`src/rtl/vector_element_queue_pkg.sv`:
```
// Shared vector types: element offset, queue entry layout and default lane count.
package vector_element_queue_pkg;

    localparam int OFFSET_W    = 16;
    localparam int VELEM_LANES = 2;

    typedef logic [OFFSET_W-1:0] offset_t;

    typedef struct packed {
        offset_t                offset;
        logic                   last;
        logic [VELEM_LANES-1:0] lane_mask;
    } velem_entry_t;

endpackage

```
`src/rtl/vector_element_queue_lane_mask_gen.sv`:
```
// Per-lane active mask: lane i is active when offset + i < vl (32-bit unsigned).
module velem_lane_mask_gen
    import vector_element_queue_pkg::*;
#(
    parameter int LANES = VELEM_LANES
) (
    input  offset_t           offset,
    input  logic [31:0]       vl,
    output logic [LANES-1:0]  mask
);

    always_comb begin
        mask = '0;
        for (int i = 0; i < LANES; i++) begin
            mask[i] = (32'(offset) + 32'(i)) < vl;
        end
    end

endmodule

```
`src/rtl/vector_element_queue.sv`:
```
// Element-group FIFO between the element counter and the execute lanes.
// Optional same-cycle bypass when empty: VECTOR_ELEMENT_QUEUE_BYPASS_EN.
module vector_element_queue
    import vector_element_queue_pkg::*;
#(
    parameter int DEPTH = 4,
    parameter int LANES = VELEM_LANES
) (
    input  logic                       CLK,
    input  logic                       nRST,
    input  logic                       push,
    input  offset_t                    push_offset,
    input  logic                       push_last,
    input  logic [31:0]                vl,
    input  logic                       flush,
    input  logic                       pop_ready,
    output logic                       pop_valid,
    output offset_t                    pop_offset,
    output logic                       pop_last,
    output logic [LANES-1:0]           pop_lane_mask,
    output logic                       stall,
    output logic                       busy_ex,
    output logic [$clog2(DEPTH):0]     count,
    output logic                       overflow
);

    localparam int PW = $clog2(DEPTH);
    localparam int CW = PW + 1;

    logic [PW-1:0]    head;
    logic [PW-1:0]    tail;
    logic [CW-1:0]    cnt;
    logic             ovf;
    offset_t          off_q  [DEPTH];
    logic             last_q [DEPTH];
    logic [LANES-1:0] mask_q [DEPTH];

    logic [LANES-1:0] push_mask;
    logic             full;
    logic             empty;
    logic             byp;
    logic             wr;
    logic             rd;

    velem_lane_mask_gen #(.LANES(LANES)) u_mask (
        .offset (push_offset),
        .vl     (vl),
        .mask   (push_mask)
    );

    assign full  = (cnt == CW'(DEPTH));
    assign empty = (cnt == '0);

`ifdef VECTOR_ELEMENT_QUEUE_BYPASS_EN
    assign byp = empty & push & pop_ready;
`else
    assign byp = 1'b0;
`endif

    assign wr = push & ~full & ~byp & ~flush;
    assign rd = ~empty & pop_ready & ~flush;

    always_ff @(posedge CLK or negedge nRST) begin
        if (!nRST) begin
            head <= '0;
            tail <= '0;
            cnt  <= '0;
            ovf  <= 1'b0;
            for (int i = 0; i < DEPTH; i++) begin
                off_q[i]  <= '0;
                last_q[i] <= 1'b0;
                mask_q[i] <= '0;
            end
        end else if (flush) begin
            head <= '0;
            tail <= '0;
            cnt  <= '0;
            ovf  <= 1'b0;
        end else begin
            if (push & full)
                ovf <= 1'b1;
            if (wr) begin
                off_q[tail]  <= push_offset;
                last_q[tail] <= push_last;
                mask_q[tail] <= push_mask;
                tail         <= tail + 1'b1;
            end
            if (rd)
                head <= head + 1'b1;
            unique case ({wr, rd})
                2'b10:   cnt <= cnt + 1'b1;
                2'b01:   cnt <= cnt - 1'b1;
                default: cnt <= cnt;
            endcase
        end
    end

    // Head fields read as zero whenever nothing is presented.
    always_comb begin
        pop_valid     = ~empty;
        pop_offset    = empty ? '0 : off_q[head];
        pop_last      = empty ? 1'b0 : last_q[head];
        pop_lane_mask = empty ? '0 : mask_q[head];
`ifdef VECTOR_ELEMENT_QUEUE_BYPASS_EN
        if (empty && push) begin
            pop_valid     = 1'b1;
            pop_offset    = push_offset;
            pop_last      = push_last;
            pop_lane_mask = push_mask;
        end
`endif
    end

    assign stall    = full;
    assign busy_ex  = ~empty;
    assign count    = cnt;
    assign overflow = ovf;

endmodule

```
`config.mk`:
```
export PLATFORM = sky130hd
export DESIGN_NAME = vector_element_queue
export DESIGN_NICKNAME = d
export VERILOG_FILES = /design/src/rtl/vector_element_queue_pkg.sv /design/src/rtl/vector_element_queue_lane_mask_gen.sv /design/src/rtl/vector_element_queue.sv
export SDC_FILE = /design/constraint.sdc
export NUM_CORES = 1
export LEC_CHECK = 0
export CAP_MARGIN = 20
export CELL_PAD_IN_SITES_DETAIL_PLACEMENT = 0
export CELL_PAD_IN_SITES_GLOBAL_PLACEMENT = 1
export CORE_MARGIN = 4
export CORE_UTILIZATION = 46
export DETAILED_ROUTE_END_ITERATION = 12
export PLACE_DENSITY_LB_ADDON = 0.1
export SETUP_SLACK_MARGIN = 0.4
export SLEW_MARGIN = 20
export SYNTH_ARGS = -nofsm -noshare
export SYNTH_HDL_FRONTEND = slang
export SYNTH_SLANG_ARGS = --single-unit
export TNS_END_PERCENT = 100
```
`constraint.sdc`:
```
create_clock -name CLK -period 3.4 [get_ports CLK]
set_clock_uncertainty 0.2 [all_clocks]
set_input_delay 0.85 -clock CLK [delete_from_list [all_inputs] [get_ports CLK]]
set_output_delay 0.85 -clock CLK [all_outputs]
set_load 0.005 [all_outputs]
```
==> summary.md, run 1 <==
| Metric | Value |
|---|---|
| Worst Path Max Fanout | 5 |
| Post-synth EDFFs | 0 |
| Critical Path End Type | output port |
| Synth warnings | 0 |
| Post-DR wirelength/cell | 17.5 um |
| Synthesized flop and latch total | 84 |
| Num Clock Sinks | 84 |
| CP arrival | 2.05 ns |
| Final Instance Area | 6450 um2 |
| Outcome | finished, final reports clean |
| Most frequent cells in the layout | dfrtp_1 (81), mux2_2 (64), clkdlybuf4s50_1 (54) |
| Nets | 629 |
| Clk root buf | clkbuf_8 |
| Via-per-instance ratio | 5.36 |
| Period utilization | 0.913 |
| Critical Path RT | 2.35 ns |
| Cell Area, Placed | 6110 um2 |
| Antenna-violating nets left | 0 |
| Die height | 112 um |
| Initial Util | 0.476 |
| TritonCTS buffer count | 9 |
| Initial drt markers | 94 |
| Critical Path Source | head[0]$_DFFE_PN0P_ |
| # diodes | 0 |
| Sequential-to-total area share from yosys stat | 0.426 |
| Total Wirelength | 11900 um |
| Post-Syn Nets | 509 |
| Largest net degree at the start of global routing | 54 |
| Worst-path clk slew | 0.09 ns |
| Startpoint types | register |
| # port buffers | 79 |
| Fraction of layout cells with a size suffix above 1 | 0.346 |
| Switching power | 1350 uW |
| Clk_lat worst skew | 0.35 ns |
| Syn Inst Count | 418 |
| Crit path kind | register to output port |
| Setup violators final | 0 |
| Max-slew violations | 0 |
| Vias in the first global route | 3785 |
| Clk buf depth | 2 |
| Overall routing resource usage | 0.195 |
| Mapped Area | 4930 um2 |
| Synth Flop Type | dfrtp_1 |
| RSZ-0062 raised after global routing | yes |
| Sw frac | 0.313 |
| Minimum hold slack | 0.294 ns |
| Clock share of power | 0.163 |
| # IOs | 80 |
| Leakage | 0.00294 uW |
| First-pass GRT wire length | 19300 um |
| Int Pwr | 2970 uW |
| Hold Buf Count CTS | 0 |
| Core Box Area | 10400 um2 |
| CTS tree | yes |
| Cell variety after synth | 42 |
| H-Tree Depth | 3 |
| Initial antenna violation count | 0 |
| Sequential Power Share | 0.384 |
| Min-delay src | off_q[62]$_DFFE_PN0P_ |
| Rows | 37 |
| DIE WIDTH | 112 um |
| DRT Pass-1 Iters | 4 |
| Max VDD drop | 0.372 mV |
| Via count | 3639 |
| Dpl hpwl | 8780 um |
| PwrDens | 670 nW/um2 |
| Max-slew headroom | 0.550 |
| Gr ovfl total | 0 |
| Combinational power share | 0.453 |
| Max Cap Viol | 0 |
| Worst-Margin Slew | 0.675 ns |
| Area grow syn2layout | 30.8% |
| Die area | 12400 um2 |
| Commonest non-fill, non-tap cell in the layout | dfrtp_1 |
| Asr flop ratio synth | 1.00 |
| Fmax | 322 MHz |
| Final Hold Fails | 0 |
| Post-layout min period | 3.10 ns |
| DRC viols | 0 |
| Synthesized area per cell | 11.8 um2 |
| Reg2reg start | count[2]$_DFFE_PN0P_ |
| Min-Delay Path Class | register to register |
| GPL Wtd Cong | 0.808 |
-- area by class of cell --
cell class | count | area (um2)
clock inverters | 7 | 76.3
multi-input cells | 293 | 2730
repair buffers | 128 | 1160
clock buffers | 9 | 124
well taps | 136 | 170
flip-flops and latches | 84 | 2110
inverters | 22 | 82.6
fillers | 868 | 3920
-- power groups by stage --
stage	Clock (uW)	Combinational (uW)	Sequential, uW
6_report	704	1960	1660
4_1_cts	727	1950	1670
3_3_place_gp	0	1830	1650
5_1_grt	770	2150	1720
2_1_floorplan	0	1150	1610
3_5_place_dp	0	1880	1680
-- cell families (layout without fill, tap and decap cells) --
group                    Yosys count  after routing  synth area share
AO/OA/AOI/OAI                     48             48            0.0583
XOR/XNOR                          19             19            0.0337
adder cells (fa/ha/maj)           37             37            0.0953
buffers and inverters             41            166            0.0368
flip-flops                        84             84             0.426
multiplexers                      85             85             0.237
AND/OR/NAND/NOR                  104            104             0.113
-- sequential cells by signal, summed over array words and instances (netlist names) --
register	flops
head	2
count	3
off_q	64
tail	2
last_q	4
overflow	1
mask_q	8
-- path summary, 6_finish.rpt --
check / to / slack, ns / cells after the start
worst max-delay path: pop_offset[3] / 0.30 / 6
worst min-delay path: off_q[62]$_DFFE_PN0P_ / 0.29 / 2
worst max register to register: count[1]$_DFFE_PN0P_ / 1.04 / 7
worst min register to register: off_q[62]$_DFFE_PN0P_ / 0.29 / 2
max in group asynchronous: head[0]$_DFFE_PN0P_ / 1.96 / 2
min in group asynchronous: off_q[41]$_DFFE_PN0P_ / 0.31 / 1
-- per-layer routing --
metal	GRT usage	routed length, um	vias up
met4	0.0511	206	0
met1	0.254	5330	1810
met5	0	0	-
li1	-	-	1754
met3	0.0337	387	14
met2	0.337	5930	61
-- critical path, stage by stage, from the launching register on --
cell and delay (ns):
dfrtp_2 0.45, buf_4 0.16, buf_12 0.12, buf_4 0.14, mux4_2 0.42, and2_4 0.16
dlygate4sd2_1 0.25
-- synthesized netlist by cell type (8+ instances only) --
library cell / number / share of area
xor2_1: 8 / 0.014
nand2_1: 24 / 0.018
clkbuf_1: 9 / 0.0068
a21oi_1: 16 / 0.016
xnor2_1: 11 / 0.020
and2_1: 21 / 0.027
ha_1: 36 / 0.091
nand3_1: 11 / 0.011
nor2_1: 21 / 0.016
o21ai_0: 15 / 0.015
mux4_2: 19 / 0.087
inv_1: 22 / 0.017
mux2_2: 64 / 0.15
dfrtp_1: 84 / 0.43
-- per-stage QoR --
| step | total power, uW | worst slack, ns | utilization | setup TNS (ns) | std cells |
|---|---|---|---|---|---|
| 6_report | 4330 | 0.297 | 0.622 | 0 | 679 |
| 5_1_grt | 4630 | 0.227 | 0.622 | 0 | 679 |
| 4_1_cts | 4340 | 0.267 | 0.623 | 0 | 676 |
| 3_5_place_dp | 3560 | -0.212 | 0.589 | -0.905 | 651 |
| 3_3_place_gp | 3480 | -0.126 | 0.589 | -0.498 | 651 |
| 2_1_floorplan | 2760 | 0.423 | - | 0 | 418 |
-- repair_timing --
item | in CTS | in global routing
pin swaps | 21 | 16
gates resized for setup | 48 | 29
setup buffers | 8 | 3
endpoints found under the setup margin | 26 | 22
cloned | 1 | 0
No activity file was read; power rests on OpenSTA's default activity.
==> run 2: changes to the inputs <==
ABC_AREA = 1   (was not set)
CAP_MARGIN = not set   (was 20)
CORE_UTILIZATION = 43   (was 46)
==> summary.md, run 2 <==
| Metric | Value |
|---|---|
| M1 GR Usage | 0.282 (+0.0283) |
| Post-layout min period | 2.97 ns (-0.135 ns) |
| Area grow syn2layout | 33.4% |
| Startpoint types | register |
| Placed Cells | 892 (+37%) |
| CP arrival | 1.92 ns (-0.13 ns) |
| Antenna-violating nets left | 0 (unchanged) |
| Synthesized flop and latch total | 84 (unchanged) |
| Switching power | 1500 uW (+11%) |
| Yosys top cell by area | dfrtp_1 |
| # IOs | 80 (unchanged) |
| Reg with most FFs | off_q |
| Initial Util | 0.438 (-0.0378) |
| Fmax | 337 MHz (+4.5%) |
| Largest net degree at the start of global routing | 85 (+57%) |
| Critical Path Slowest Stage Cell | clkdlybuf4s50_1 |
| Critical Path End Type | output port |
| Slowest stage delay, CP | 0.53 ns (+0.08 ns) |
| Rows | 39 (+5.4%) |
| Max Cap Viol | 0 (unchanged) |
| Leakage | 0.00333 uW (+13%) |
| Max reg flops | 64 (unchanged) |
| Asr flop ratio synth | 1.00 (unchanged) |
| Via-per-instance ratio | 5.02 (-6.4%) |
| Routing usage on met3 | 0.0350 (+0.00129) |
| Post-Syn Nets | 749 (+47%) |
| Vias in the first global route | 4399 (+16%) |
| Clk root buf | clkbuf_16 |
| DIE WIDTH | 116 um (+3.8%) |
| Total Wirelength | 12900 um (+8.6%) |
| Clk_lat worst skew | 0.34 ns (about the same) |
| CP Cell Sequence | buf_12, nor2_1, nor2_1, o21ai_0, a21oi_1, clkdlybuf4s50_1 |
| Cell variety after synth | 27 (-36%) |
| Synth top area cells | dfrtp_1 (42%), o21ai_0 (11%), nand2_1 (11%) |
| Top Usage Layer GRT | met2 |
| Critical Path RT | 2.35 ns (about the same) |
| Gr ovfl total | 0 (unchanged) |
| PwrDens | 650 nW/um2 (-3.0%) |
| Post-synth top cells | nand2_1 (142), o21ai_0 (114), nor2_1 (91), dfrtp_1 (84), inv_1 (67) |
| Delay-heaviest family, CP | buffers and inverters |
| Synthesized area per cell | 7.60 um2 (-36%) |
| Initial drt markers | 261 (+180%) |
| Die height | 116 um (+3.8%) |
| Clk buf depth | 2 (unchanged) |
| H-Tree Depth | 3 (unchanged) |
| Finished Core Util | 0.585 (-0.0379) |
| Non-filler cells, final | 913 (+34%) |
| Reg2reg start | count[2]$_DFFE_PN0P_ |
| Max VDD drop | 0.560 mV (+51%) |
| Overall routing resource usage | 0.202 (+0.00690) |
| Period utilization | 0.873 (-0.0397) |
| DRT Pass-1 Iters | 5 (+1) |
| Final Hold Fails | 0 (unchanged) |
| TNS Setup | 0 ns (unchanged) |
| Nets | 856 (+36%) |
| Die area | 13400 um2 (+7.8%) |
| Fillers | 1050 (+21%) |
| Setup violators final | 0 (unchanged) |
| Fraction of layout cells with a size suffix above 1 | 0.149 (-0.197) |
| CTS tree | yes |
| Outcome | finished, final reports clean |
| Crit path kind | register to output port |
| Num Clock Sinks | 84 (unchanged) |
| GPL Wtd Cong | 0.903 (+12%) |
| Met2 usage | 0.325 (-0.0121) |
| Critical Path Source | head[0]$_DFFE_PN0P_ |
| First-pass GRT wire length | 21300 um (+11%) |
| Worst-path clk slew | 0.06 ns (-0.03 ns) |
| Core Box Area | 11400 um2 (+10%) |
| Int Pwr | 2830 uW (-4.6%) |
| DRC viols | 0 (unchanged) |
| Sw frac | 0.347 (+0.0336) |
| # port buffers | 79 (unchanged) |
| Initial antenna violation count | 0 (unchanged) |
| Synth Flop Type | dfrtp_1 |
| CP most frequent cell | nor2_1 |
| Sequential Power Share | 0.380 (-0.004) |
| Worst-Margin Slew | 0.764 ns (+0.0890 ns) |
| Mapped Area | 5000 um2 (+1.4%) |
| Via count | 4580 (+26%) |
| Max-slew violations | 0 (unchanged) |
| Combinational power share | 0.407 (-0.046) |
| Min-delay src | mask_q[5]$_DFFE_PN0P_ |
| Top-area cell type share of the netlist area | 0.420 (-0.00575) |
| Min-Delay Path Class | register to register |
| Minimum hold slack | 0.273 ns (-0.0211 ns) |
| Synth warnings | 0 (unchanged) |
| Dpl hpwl | 9110 um (+3.7%) |
| Post-DR wirelength/cell | 14.1 um (-19%) |
| Syn Inst Count | 658 (+57%) |
| Most frequent cells in the layout | nand2_1 (137), o21ai_0 (114), nor2_1 (91) |
| Largest regs | off_q x64, mask_q x8, last_q x4 |
| Commonest non-fill, non-tap cell in the layout | nand2_1 |
| # diodes | 0 (unchanged) |
| Post-synth EDFFs | 0 (unchanged) |
| Most common cell in the synthesized netlist | nand2_1 |
| CP bufs+invs | 2 (-2) |
| Clock share of power | 0.213 (+0.050) |
| TritonCTS buffer count | 9 (unchanged) |
| Max-slew headroom | 0.491 (-0.0594) |
| Worst Path Max Fanout | 22 (+17) |
| RSZ-0062 raised after global routing | yes |
| Sequential-to-total area share from yosys stat | 0.420 (-0.00575) |
[run 2: cell types whose count changed in the layout (fill, tap and decap cells not counted), moves of 10 or more]
cell	change
inv_1	+40
mux4_2	-19
a21oi_1	+20
nor2_1	+73
xnor2_1	-10
o21ai_0	+103
mux2_2	-64
nand2_1	+115
and2_1	-17
[run 2: worst reg2reg max path, cell delays in order (launching register included)]
cell and delay [ns]:
dfrtp_1 0.44, nor3_2 0.23, buf_4 0.23, inv_1 0.09, nand2_1 0.19, nor2_1 0.12
fa_1 0.39, xnor2_1 0.20, xor2_1 0.17, o22ai_1 0.09
[run 2: cell families (layout without fill, tap and decap cells)]
family	after synthesis	count (layout)	synth area share
DFF	84	84	0.420
xor gates and xnor gates	13	13	0.0228
AOI/OAI and AO/OA	158	158	0.160
buffers and inverters	94	206	0.0753
adders and majority gates	37	37	0.0940
and+or+nand+nor	272	272	0.228
[run 2: stage by stage]
step	power, uW	setup WS [ns]	area (um2)
3_5_place_dp	3390	-0.336	6140
5_1_grt	4710	0.305	6680
3_3_place_gp	3340	-0.248	6140
6_report	4340	0.432	6680
2_1_floorplan	2570	0.433	5000
4_1_cts	4380	0.390	6530
[run 2: metal layers]
layer  wire length [um]  up-vias  share of wire
met3                682       14          0.053
met5                  0        -              0
met1               6180     2103           0.48
met4                177        0          0.014
met2               5840      127           0.45
li1                   -     2336              -
[run 2: what timing repair did]
item,CTS,global route
hold buffers,0,0
resized for setup,38,47
setup buffers,2,3
pin swaps,12,24
setup endpoints to repair,19,21
[run 2: power by group through the flow]
| stage | combinational [uW] | sequential, uW | clock (uW) |
|---|---|---|---|
| 3_3_place_gp | 1700 | 1640 | 0 |
| 2_1_floorplan | 978 | 1600 | 0 |
| 5_1_grt | 2020 | 1700 | 993 |
| 4_1_cts | 1780 | 1640 | 950 |
| 6_report | 1760 | 1650 | 926 |
| 3_5_place_dp | 1740 | 1650 | 0 |
[run 2: area by class of cell]
class	instances	area (um2)	share of cell area
Inverter	67	254	0.0381
Sequential cell	84	2100	0.315
Multi-Input combinational cell	480	2680	0.401
Tap cell	143	179	0.0268
Timing Repair Buffer	123	1170	0.175
Clock inverter	4	22.5	0.00337
Clock buffer	12	267	0.0399
[run 2: final timing paths]
check	slack, ns	to	cells after the start
max	0.43	pop_offset[9]	6
min	0.27	mask_q[5]$_DFFE_PN0P_	2
max reg2reg	0.93	count[2]$_DFFE_PN0P_	9
min reg2reg	0.27	mask_q[5]$_DFFE_PN0P_	2
max in group asynchronous	2.10	head[0]$_DFFE_PN0P_	1
min in group asynchronous	0.35	tail[0]$_DFFE_PN0P_	1
